$ cat src/rtl/pipe_defs_pkg.sv
// Shared pipeline-buffer defaults for the 16-bit datapath.
// Provides field widths and the bubble encoding for all stage buffers.
package pipe_defs;

    localparam int DEF_PC_W   = 16;
    localparam int DEF_INST_W = 16;

    localparam logic [15:0] DEF_NOP_INST = 16'h0000;

    // Width of one stored entry: {pc, inst, bubble flag}
    function automatic int entry_w(input int pc_w, input int inst_w);
        return pc_w + inst_w + 1;
    endfunction

endpackage

$ cat src/rtl/pipe_fifo_mem.sv
// DEPTH x W register array, one synchronous write port, one async read.
// Ports: clk, we/waddr/wdata (write), raddr/rdata (combinational read).
module pipe_fifo_mem #(
    parameter int DEPTH = 2,
    parameter int W     = 33,
    parameter int AW    = $clog2(DEPTH)
) (
    input  logic          clk,
    input  logic          we,
    input  logic [AW-1:0] waddr,
    input  logic [W-1:0]  wdata,
    input  logic [AW-1:0] raddr,
    output logic [W-1:0]  rdata
);

    logic [W-1:0] mem [DEPTH];

    // Storage is intentionally not reset; validity lives in the pointers.
    always_ff @(posedge clk) begin
        if (we) begin
            mem[waddr] <= wdata;
        end
    end

    assign rdata = mem[raddr];

endmodule

$ cat src/rtl/if_df_pipe_fifo.sv
// IF->DF in-order queue of {pc, inst} with handshakes, flush, NOP insert.
// Ports: clk/rst, flush, in_* (fetch side), out_* (decode side), count.
module if_df_pipe_fifo
    import pipe_defs::*;
#(
    parameter int                PC_W     = DEF_PC_W,
    parameter int                INST_W   = DEF_INST_W,
    parameter int                DEPTH    = 2,
    parameter logic [INST_W-1:0] NOP_INST = INST_W'(DEF_NOP_INST)
) (
    input  logic                       clk,
    input  logic                       rst,
    input  logic                       flush,
    input  logic                       in_valid,
    output logic                       in_ready,
    input  logic [PC_W-1:0]            pc_buff_in,
    input  logic [INST_W-1:0]          inst_buff_in,
    input  logic                       nop_in,
    output logic                       out_valid,
    input  logic                       out_ready,
    output logic [PC_W-1:0]            pc_buff_out,
    output logic [INST_W-1:0]          inst_buff_out,
    output logic                       out_bubble,
    output logic [$clog2(DEPTH+1)-1:0] count
);

    localparam int AW = $clog2(DEPTH);
    localparam int CW = $clog2(DEPTH + 1);
    localparam int EW = entry_w(PC_W, INST_W);

    logic [AW-1:0] wr_ptr;
    logic [AW-1:0] rd_ptr;
    logic          push;
    logic          pop;
    logic [EW-1:0] wdata;
    logic [EW-1:0] rdata;

    // No pass-through when full: a same-cycle pop does not free a slot.
    assign in_ready  = !rst && !flush && (count != CW'(DEPTH));
    assign out_valid = !flush && (count != '0);
    assign push      = in_valid && in_ready;
    assign pop       = out_valid && out_ready;

    assign wdata = {pc_buff_in, nop_in ? NOP_INST : inst_buff_in, nop_in};

    pipe_fifo_mem #(
        .DEPTH (DEPTH),
        .W     (EW),
        .AW    (AW)
    ) u_mem (
        .clk   (clk),
        .we    (push),
        .waddr (wr_ptr),
        .wdata (wdata),
        .raddr (rd_ptr),
        .rdata (rdata)
    );

    always_ff @(posedge clk or posedge rst) begin
        if (rst) begin
            wr_ptr <= '0;
            rd_ptr <= '0;
            count  <= '0;
        end else if (flush) begin
            wr_ptr <= '0;
            rd_ptr <= '0;
            count  <= '0;
        end else begin
            if (push) begin
                wr_ptr <= wr_ptr + AW'(1);
            end
            if (pop) begin
                rd_ptr <= rd_ptr + AW'(1);
            end
            unique case ({push, pop})
                2'b10:   count <= count + CW'(1);
                2'b01:   count <= count - CW'(1);
                default: count <= count;
            endcase
        end
    end

    // Empty (or flushing) presents a bubble at pc 0.
    always_comb begin
        pc_buff_out   = '0;
        inst_buff_out = NOP_INST;
        out_bubble    = 1'b1;
        if (out_valid) begin
            pc_buff_out   = rdata[EW-1 -: PC_W];
            inst_buff_out = rdata[INST_W:1];
            out_bubble    = rdata[0];
        end
    end

endmodule
$ cat config.mk
export PLATFORM = sky130hd
export DESIGN_NAME = if_df_pipe_fifo
export DESIGN_NICKNAME = d
export VERILOG_FILES = /design/src/rtl/pipe_defs_pkg.sv /design/src/rtl/pipe_fifo_mem.sv /design/src/rtl/if_df_pipe_fifo.sv
export SDC_FILE = /design/constraint.sdc
export NUM_CORES = 1
export LEC_CHECK = 0
export BUFFER_PORTS_ARGS = -buffer_cell sky130_fd_sc_hd__buf_4
export CORE_MARGIN = 2
export CORE_UTILIZATION = 55
export CTS_CLUSTER_DIAMETER = 30
export DETAILED_ROUTE_END_ITERATION = 8
export GPL_ROUTABILITY_DRIVEN = 0
export GPL_TIMING_DRIVEN = 0
export PLACE_DENSITY = 0.95
export SLEW_MARGIN = 20
export SYNTH_ARGS = -nofsm -noshare
export SYNTH_HDL_FRONTEND = slang
export SYNTH_SLANG_ARGS = --single-unit
$ cat constraint.sdc
create_clock -name clk -period 11.46 [get_ports clk]
set_input_delay 1.719 -clock clk [delete_from_list [all_inputs] [get_ports clk]]
set_output_delay 1.719 -clock clk [all_outputs]
set_load 0.01 [all_outputs]
* After elaboration in Yosys (flattened, before gate mapping)
Memory sizes are Yosys's and may differ from the RTL's.
Index checks and enable logic that the tools add are counted.
** Cells by class
- Mux-type cells :: 12
- Eq/ne operators :: 3
- $add $sub $neg :: 4
- Reduce and logical (&&, ||, !) cells :: 11
** Operators by type and width (count)
- 16-bit two-way mux :: 3
- 1-bit two-way mux :: 7
- 2-bit nonzero test :: 3
- 1-bit logical AND :: 5
- 2-bit case mux with 2 select lines :: 1
- 3-bit nonzero test :: 1
- 1-bit adder (second input constant) :: 2
- 2-bit by 1-bit adder with 2-bit output (second input constant) :: 1
- 2-bit by 1-bit == test with 1-bit output (second input constant) :: 1
- 2-bit == test (second input constant) :: 1
- 1-bit zero test :: 2
- 2-bit two-way mux :: 1
- 2-bit inequality test (second input constant) :: 1
- 2-bit by 1-bit subtractor with 2-bit output (second input constant) :: 1
** Storage, ports and cells
- Input bits :: 38
- Register bits after elaboration :: 4
- Memories kept :: 1
- RAM bits :: 66
- Output and inout port bits :: 37
** Memories
- u_mem.mem :: words 2, bits a word 33, rd ports 1, clocked after memory_dff 0, write ports 1, line pipe_fifo_mem.sv:16 : logic [W-1:0] mem [DEPTH];

* Depth between registers and ports, before layout
Gate-level depths: netlist of run 1.
- Depth after elaboration :: 7
- Mapped depth :: 5

* Cells and area by module
A second synthesis of run 1 with hierarchy kept.
** Second synthesis, totals
- Cells, all modules :: 184
- Area total of the unflattened synthesis :: 3129.3 µm²
** Modules (own cells, without submodules)
- pipe_fifo_mem :: instances 1, seq. area each 1981.9 µm², area each 2549.9 µm², cells each 105
- if_df_pipe_fifo :: instances 1, seq. area each 100.1 µm², area each 579.3 µm², cells each 79

* Worst setup path before layout of run 1
Ideal clock, no wire load.
- Path type :: input to register
- Start point :: input rst
- End point :: memory u_mem.mem[1][0] (enable)
- Stages on the path :: 2
- Arrival time :: 5394 ps
- Path slack :: 5548 ps
- Library setup time :: 518 ps
- Cell sequence :: nand2b_1 nor4b_1
** Between the ends
- Longest elaborated chain between the ends :: 6
** Ends and longest elaborated chain
- start: declaration :: line if_df_pipe_fifo.sv:12 : input logic rst,
- 1-bit zero test (no line)
- 1-bit logical AND (2 in a row) :: line if_df_pipe_fifo.sv:39 : assign in_ready = !rst && !flush && (count != CW'(DEPTH));
- 1-bit logical AND :: line if_df_pipe_fifo.sv:41 : assign push = in_valid && in_ready;
- 1-bit two-way mux :: line pipe_fifo_mem.sv:20 : if (we) begin
- 1-bit two-way mux (implied by the code) :: line pipe_fifo_mem.sv:21 : mem[waddr] <= wdata;
- end: declaration :: line pipe_fifo_mem.sv:16
No other way between the ends.

* Final worst setup path of run 1
- Start point :: input flush
- End point :: output inst_buff_out[14]
** Between the ends
- Longest elaborated chain between the ends :: 3
** Ends and longest elaborated chain
- start: declaration :: line if_df_pipe_fifo.sv:13 : input logic flush,
- 1-bit zero test :: line if_df_pipe_fifo.sv:40 : assign out_valid = !flush && (count != '0);
- 1-bit logical AND :: line if_df_pipe_fifo.sv:40
- 16-bit two-way mux :: line if_df_pipe_fifo.sv:88 : if (out_valid) begin
- end: declaration :: line if_df_pipe_fifo.sv:22 : output logic [INST_W-1:0] inst_buff_out,
No other way between the ends.

==> flow_summary.toml, run 1 <==
[status]
status = "completed"

[detailed_routing]
vias = 1758
drt-wirelength-per-cell_um = 14.71
drc = 0
wl_um = 5221
drtIter0Drc = 71
antenna_left = 0
drt_first_pass_iters = 4
vias_per_cell = 4.952

[die]
die_width_um = 76.12
dieArea_um2 = 5793
core_um2 = 5075
start_util = 0.5636
num_rows = 26
die_y_um = 76.12
io_pins = 75

[synth]
avgSynthCellArea_um2 = 15.38
seq_area_frac_synth = 0.7279
syn_nets = 224
synth_cell_types = 28
ys_warn_count = 0
synth_seq_cells = 70
synth_ff_type = "edfxtp_1"
yosysTopAreaCell = "edfxtp_1"
synth_top_area_share = 0.6929
synth_edf_count = 66
syn_inst = 186
async_reset_ff_frac = 0.05714
netlist_area_um2 = 2860
synth_area_leaders = "edfxtp_1 69%, mux2i_1 12%, nor2_1 4.3%"

[critical_path]
crit_path_max_fanout = 10
cp_data_arrival_time_ps = 2700
crit_type = "input pin to primary output"
crit_chain = "clkbuf_2 > or2_1 > buf_6 > buf_6 > nor2_1 > buf_4"
r2r-end = "u_mem.mem[1][21]$_DFFE_PP_"
r2r_start = "count[1]$_DFFE_PP0P_"
critPathMaxStageDelay_ps = 260
slowest_stage = "or2_1"
reg2regPathDepth = 5
cp-end-kind = "primary output"
worstSetupStartpointType = "input pin"
path_common_cell = "buf_6"
r2r_slack_ps = 9230
required_ps = 9740

[sta]
hold_viol_final = 0
final.setup.tns_ps = 0
min_period_over_period = 0.3857
fin_skew_ps = 7.182
period_minus_slack_ps = 4420
setup_violations = 0
slew_headroom = 0.6349
fmax_mhz = 226.2
timing.final.max_slew_violations = 0
worst_slew_pin_slew_ps = 543.2
rsz0062_at_grt = "no"

[power]
p_per_area_nw_per_um2 = 143.4
cellLeakagePower_nw = 1.454
ir_drop_mv = 0.1003

[place]
port_buffers = 73
place_area_um2 = 3568
dp_hpwl_um = 3730

[hold_path]
hold_class = "flop to flop"
min_from = "wr_ptr$_DFFE_PP0P_"
holdPathEnd = "wr_ptr$_DFFE_PP0P_"
worstHoldPathCells = 2

[clock_network]
cts.hold.buffers_added = 0
htree_levels = 3
clock-sinks = 70
cts_buffer_depth = 2
cts_buffers = 9
postCtsSetupBuffers = 0
cts_tree = "done"
clk_latency_ps = 330
cts_resized = 0
cts_root_buffer = "clkbuf_8"
path_clk_slew_ps = 70

[finish]
mostFrequentLayoutCell = "buf_4"
multi_input_area_um2 = 706.9
drive_gt1_frac = 0.3754
final_cell_mix = "78 x buf_4, 66 x edfxtp_1, 33 x nor2_1, 33 x mux2i_1, 18 x nor2b_1"
final_nets = 318
n_antenna_cell = 0
seq_area_um2 = 2082
num-fill-cells = 316
fin_area_um2 = 3772
area_growth_pct = 31.89

[grt]
grt_overflow = 0
grt_max_degree = 12
grt_pass1_wl_um = 8652
grt_pass1_vias = 1786
grt_antenna_before_repair = 0
grtUsageTotal = 0.1961

[job]
max_cap_viol_count = 0
-- cells by family after synthesis --
| family | Yosys count | share of synthesized area |
|---|---|---|
| and+or+nand+nor | 62 | 0.1072 |
| muxes | 33 | 0.1155 |
| DFF | 70 | 0.7279 |
| xor gates and xnor gates | 1 | 0.003063 |
| AOI/OAI and AO/OA | 8 | 0.01706 |
| buffers and inverters | 12 | 0.02931 |
-- per-layer routing --
metal,vias to the layer above,GRT usage,part of all wire
met5,-,0,0
met4,0,0.08909,0.023
met3,12,0.04384,0.045
met2,51,0.3438,0.52
met1,828,0.2322,0.41
li1,867,-,-
-- through the flow --
step / setup slack (ps) / util / instances / power [W] / hold slack, ps
after floorplan: 5548 / - / 186 / 0.0003182 / 535.1
after global placement: 3714 / 0.6889 / 329 / 0.0003390 / 545.9
after detailed placement: 7046 / 0.7032 / 339 / 0.0003416 / 573.9
after CTS: 7046 / 0.7433 / 355 / 0.0005443 / 587.6
after global routing: 6963 / 0.7433 / 355 / 0.0005604 / 643.7
final: 7040 / 0.7433 / 355 / 0.0005409 / 585.4
-- worst max-delay path: cells and delay by family --
family / cells / cell delay (ps)
buf+inv: 4 / 580
simple gates: 2 / 390
-- synthesized netlist by cell type (2+ instances only) --
library cell and number:
edfxtp_1 66, inv_1 2, nor2b_1 18, buf_2 3, nand2_1 2, nor2_1 33, buf_6 4, mux2i_1 33
o21ai_0 2, dfrtp_1 4, a21oi_1 2
-- sequential cells by signal (all words and copies together), names as in the netlist --
register   flops
wr_ptr         1
rd_ptr         1
count          2
u_mem.mem     66
-- layout make-up --
| cell class | instances | area share |
|---|---|---|
| buffer | 10 | 0.02023 |
| clock buffer | 10 | 0.03383 |
| clock inverter | 6 | 0.02023 |
| inverter | 2 | 0.001990 |
| multi-input combinational | 104 | 0.1874 |
| sequential | 70 | 0.5519 |
| tap | 70 | 0.02322 |
| timing repair buffer | 83 | 0.1612 |
-- power breakdown --
group	internal [W]	total, W	switching [W]	leakage, nW
combinational	0.0000249	0.0000478	0.0000229	0.693
clock	0.000120	0.000205	0.0000852	0.103
sequential	0.000286	0.000288	0.00000184	0.659
-- worst max path at each step --
stage / start / to
2_1_floorplan: rst / u_mem.mem[1][0]$_DFFE_PP_
3_5_place_dp: flush / inst_buff_out[4]
3_3_place_gp: rst / u_mem.mem[1][24]$_DFFE_PP_
6_report: flush / inst_buff_out[14]
5_1_grt: flush / pc_buff_out[10]
4_1_cts: flush / inst_buff_out[4]
Power figures use the tool's default switching activity.
==> run 2: changes to the inputs <==
--- a/config.mk
+++ b/config.mk
@@ -7,12 +7,12 @@
 export LEC_CHECK = 0
 export BUFFER_PORTS_ARGS = -buffer_cell sky130_fd_sc_hd__buf_4
 export CORE_MARGIN = 2
-export CORE_UTILIZATION = 55
+export CORE_UTILIZATION = 52
 export CTS_CLUSTER_DIAMETER = 30
 export DETAILED_ROUTE_END_ITERATION = 8
 export GPL_ROUTABILITY_DRIVEN = 0
 export GPL_TIMING_DRIVEN = 0
-export PLACE_DENSITY = 0.95
+export PLACE_DENSITY = 0.91
 export SLEW_MARGIN = 20
 export SYNTH_ARGS = -nofsm -noshare
 export SYNTH_HDL_FRONTEND = slang
==> constraint.sdc (replaced) <==
create_clock -name clk -period 4.55 [get_ports clk]
set_input_delay 0.6825 -clock clk [delete_from_list [all_inputs] [get_ports clk]]
set_output_delay 0.6825 -clock clk [all_outputs]
set_load 0.01 [all_outputs]
==> flow_summary.toml, run 2 (synthesized netlist as in run 1, its figures left out) <==
[critical_path]
crit_path_max_fanout = 10
required_ps = 3870
crit_type = "input pin to primary output"
worstSetupStartpointType = "input pin"
cp-end-kind = "primary output"
cp_data_arrival_time_ps = 1680

[finish]
mostFrequentLayoutCell = "buf_4"
final_cell_mix = "74 x buf_4, 66 x edfxtp_1, 33 x nor2_1, 33 x mux2i_1, 18 x nor2b_1"
drive_gt1_frac = 0.3513
area_growth_pct = 30.18
largest_reg_flops = 66
n_antenna_cell = 0
top_register = "u_mem.mem"
fin_util = 0.6889
num-fill-cells = 367
final_cells = 351
final_nets = 312
reg_top3 = "u_mem.mem x66, count x2"

[place]
dp_hpwl_um = 3523
dp_cells = 335
port_buffers = 73
dpl_worst_slack_ps = 2136

[grt]
grt_max_degree = 13
grt_antenna_before_repair = 0
grt_pass1_vias = 1724
grt_overflow = 0
grtUsageTotal = 0.1769
grt_pass1_wl_um = 7941

[detailed_routing]
vias = 1741
drt_first_pass_iters = 6
wl_um = 4990
vias_per_cell = 4.960
drc = 0
antenna_left = 0
drt-wirelength-per-cell_um = 14.22
drtIter0Drc = 44

[sta]
rsz0062_at_grt = "no"
final.setup.tns_ps = 0
slew_headroom = 0.4159
hold_viol_final = 0
setup_violations = 0
fin_skew_ps = 3.097
layout_setup_ws_ps = 2184
period_minus_slack_ps = 2366
timing.final.max_slew_violations = 0
min_period_over_period = 0.5201
worst_slew_pin_slew_ps = 869.6
fmax_mhz = 422.6

[die]
num_rows = 27
io_pins = 75
start_util = 0.5292
die_y_um = 78.17
die_width_um = 78.17
dieArea_um2 = 6110
core_um2 = 5405

[power]
power_frac_comb = 0.098
p_switching_w = 0.0002565
p_clk_frac = 0.314
pwr-share-seq = 0.588
ir_drop_mv = 0.1929
p_int_w = 0.0009766
power_w = 0.001233
cellLeakagePower_nw = 1.399
switching_share = 0.2080
p_per_area_nw_per_um2 = 331.2

[clock_network]
cts.hold.buffers_added = 0
postCtsSetupBuffers = 0
htree_levels = 3
path_clk_slew_ps = 60
cts_buffer_depth = 2
clk_latency_ps = 320
cts_resized = 0
cts_buffers = 9
clock-sinks = 70
cts_root_buffer = "clkbuf_8"
cts_tree = "done"

[job]
max_cap_viol_count = 0

[hold_path]
hold_class = "input pin to asynchronous set/reset pin"

[status]
status = "completed"
run 2: cell types whose count changed in the layout (fill, tap and decap cells not counted), sizes merged:
| cell | delta |
|---|---|
| buf | -6 |
| clkbuf | +3 |
| bufinv | -2 |
| clkinv | -1 |
run 2: path summary, 6_finish.rpt:
path / start / endpoint / slack (ps) / cells past startpoint
setup / recovery: flush / inst_buff_out[5] / 2180 / 6
hold / removal: rst / count[1]$_DFFE_PP0P_ / 270 / 2
setup reg to reg: count[1]$_DFFE_PP0P_ / u_mem.mem[1][22]$_DFFE_PP_ / 2510 / 3
hold reg to reg: wr_ptr$_DFFE_PP0P_ / wr_ptr$_DFFE_PP0P_ / 620 / 2
max in group asynchronous: rst / rd_ptr$_DFFE_PP0P_ / 4130 / 2
min in group clk: pc_buff_in[11] / u_mem.mem[0][28]$_DFFE_PP_ / 540 / 1
run 2: layout make-up:
type	instances	area [um^2]	area share
flip-flops and latches	70	2082	0.5591
multi-input cells	104	724.4	0.1946
repair buffers	77	593.1	0.1593
clock buffers	13	138.9	0.03730
well taps	72	90.09	0.02419
plain buffers	10	76.32	0.02050
clock inverters	3	11.26	0.003024
inverters	2	7.507	0.002016
run 2: routing by layer:
metal,vias to the layer above,track usage,part of all wire
li1,852,-,-
met1,828,0.1968,0.39
met2,50,0.3103,0.54
met3,11,0.04138,0.043
met4,0,0.1018,0.022
met5,-,0,0
run 2: worst max-delay path, stage by stage:
cell and delay, ps:
clkbuf_2 180, or2_1 270, buf_6 140, buf_6 140, nor2_1 140, buf_4 140
run 2: stage by stage:
step                hold slack [ps]  instance area (um^2)
global placement              562.2                  3511
detailed placement            607.3                  3573
finish                        270.5                  3724
CTS                           257.3                  3724
global route                  271.7                  3724
floorplan                     448.6                  2873
run 2: power groups by stage:
| stage | combinational, W | clock [W] | sequential [W] |
|---|---|---|---|
| 2_1_floorplan | 0.0000628 | 0 | 0.000739 |
| 3_3_place_gp | 0.000115 | 0 | 0.000739 |
| 3_5_place_dp | 0.000122 | 0 | 0.000739 |
| 4_1_cts | 0.000123 | 0.000398 | 0.000725 |
| 5_1_grt | 0.000132 | 0.000421 | 0.000726 |
| 6_report | 0.000121 | 0.000387 | 0.000725 |
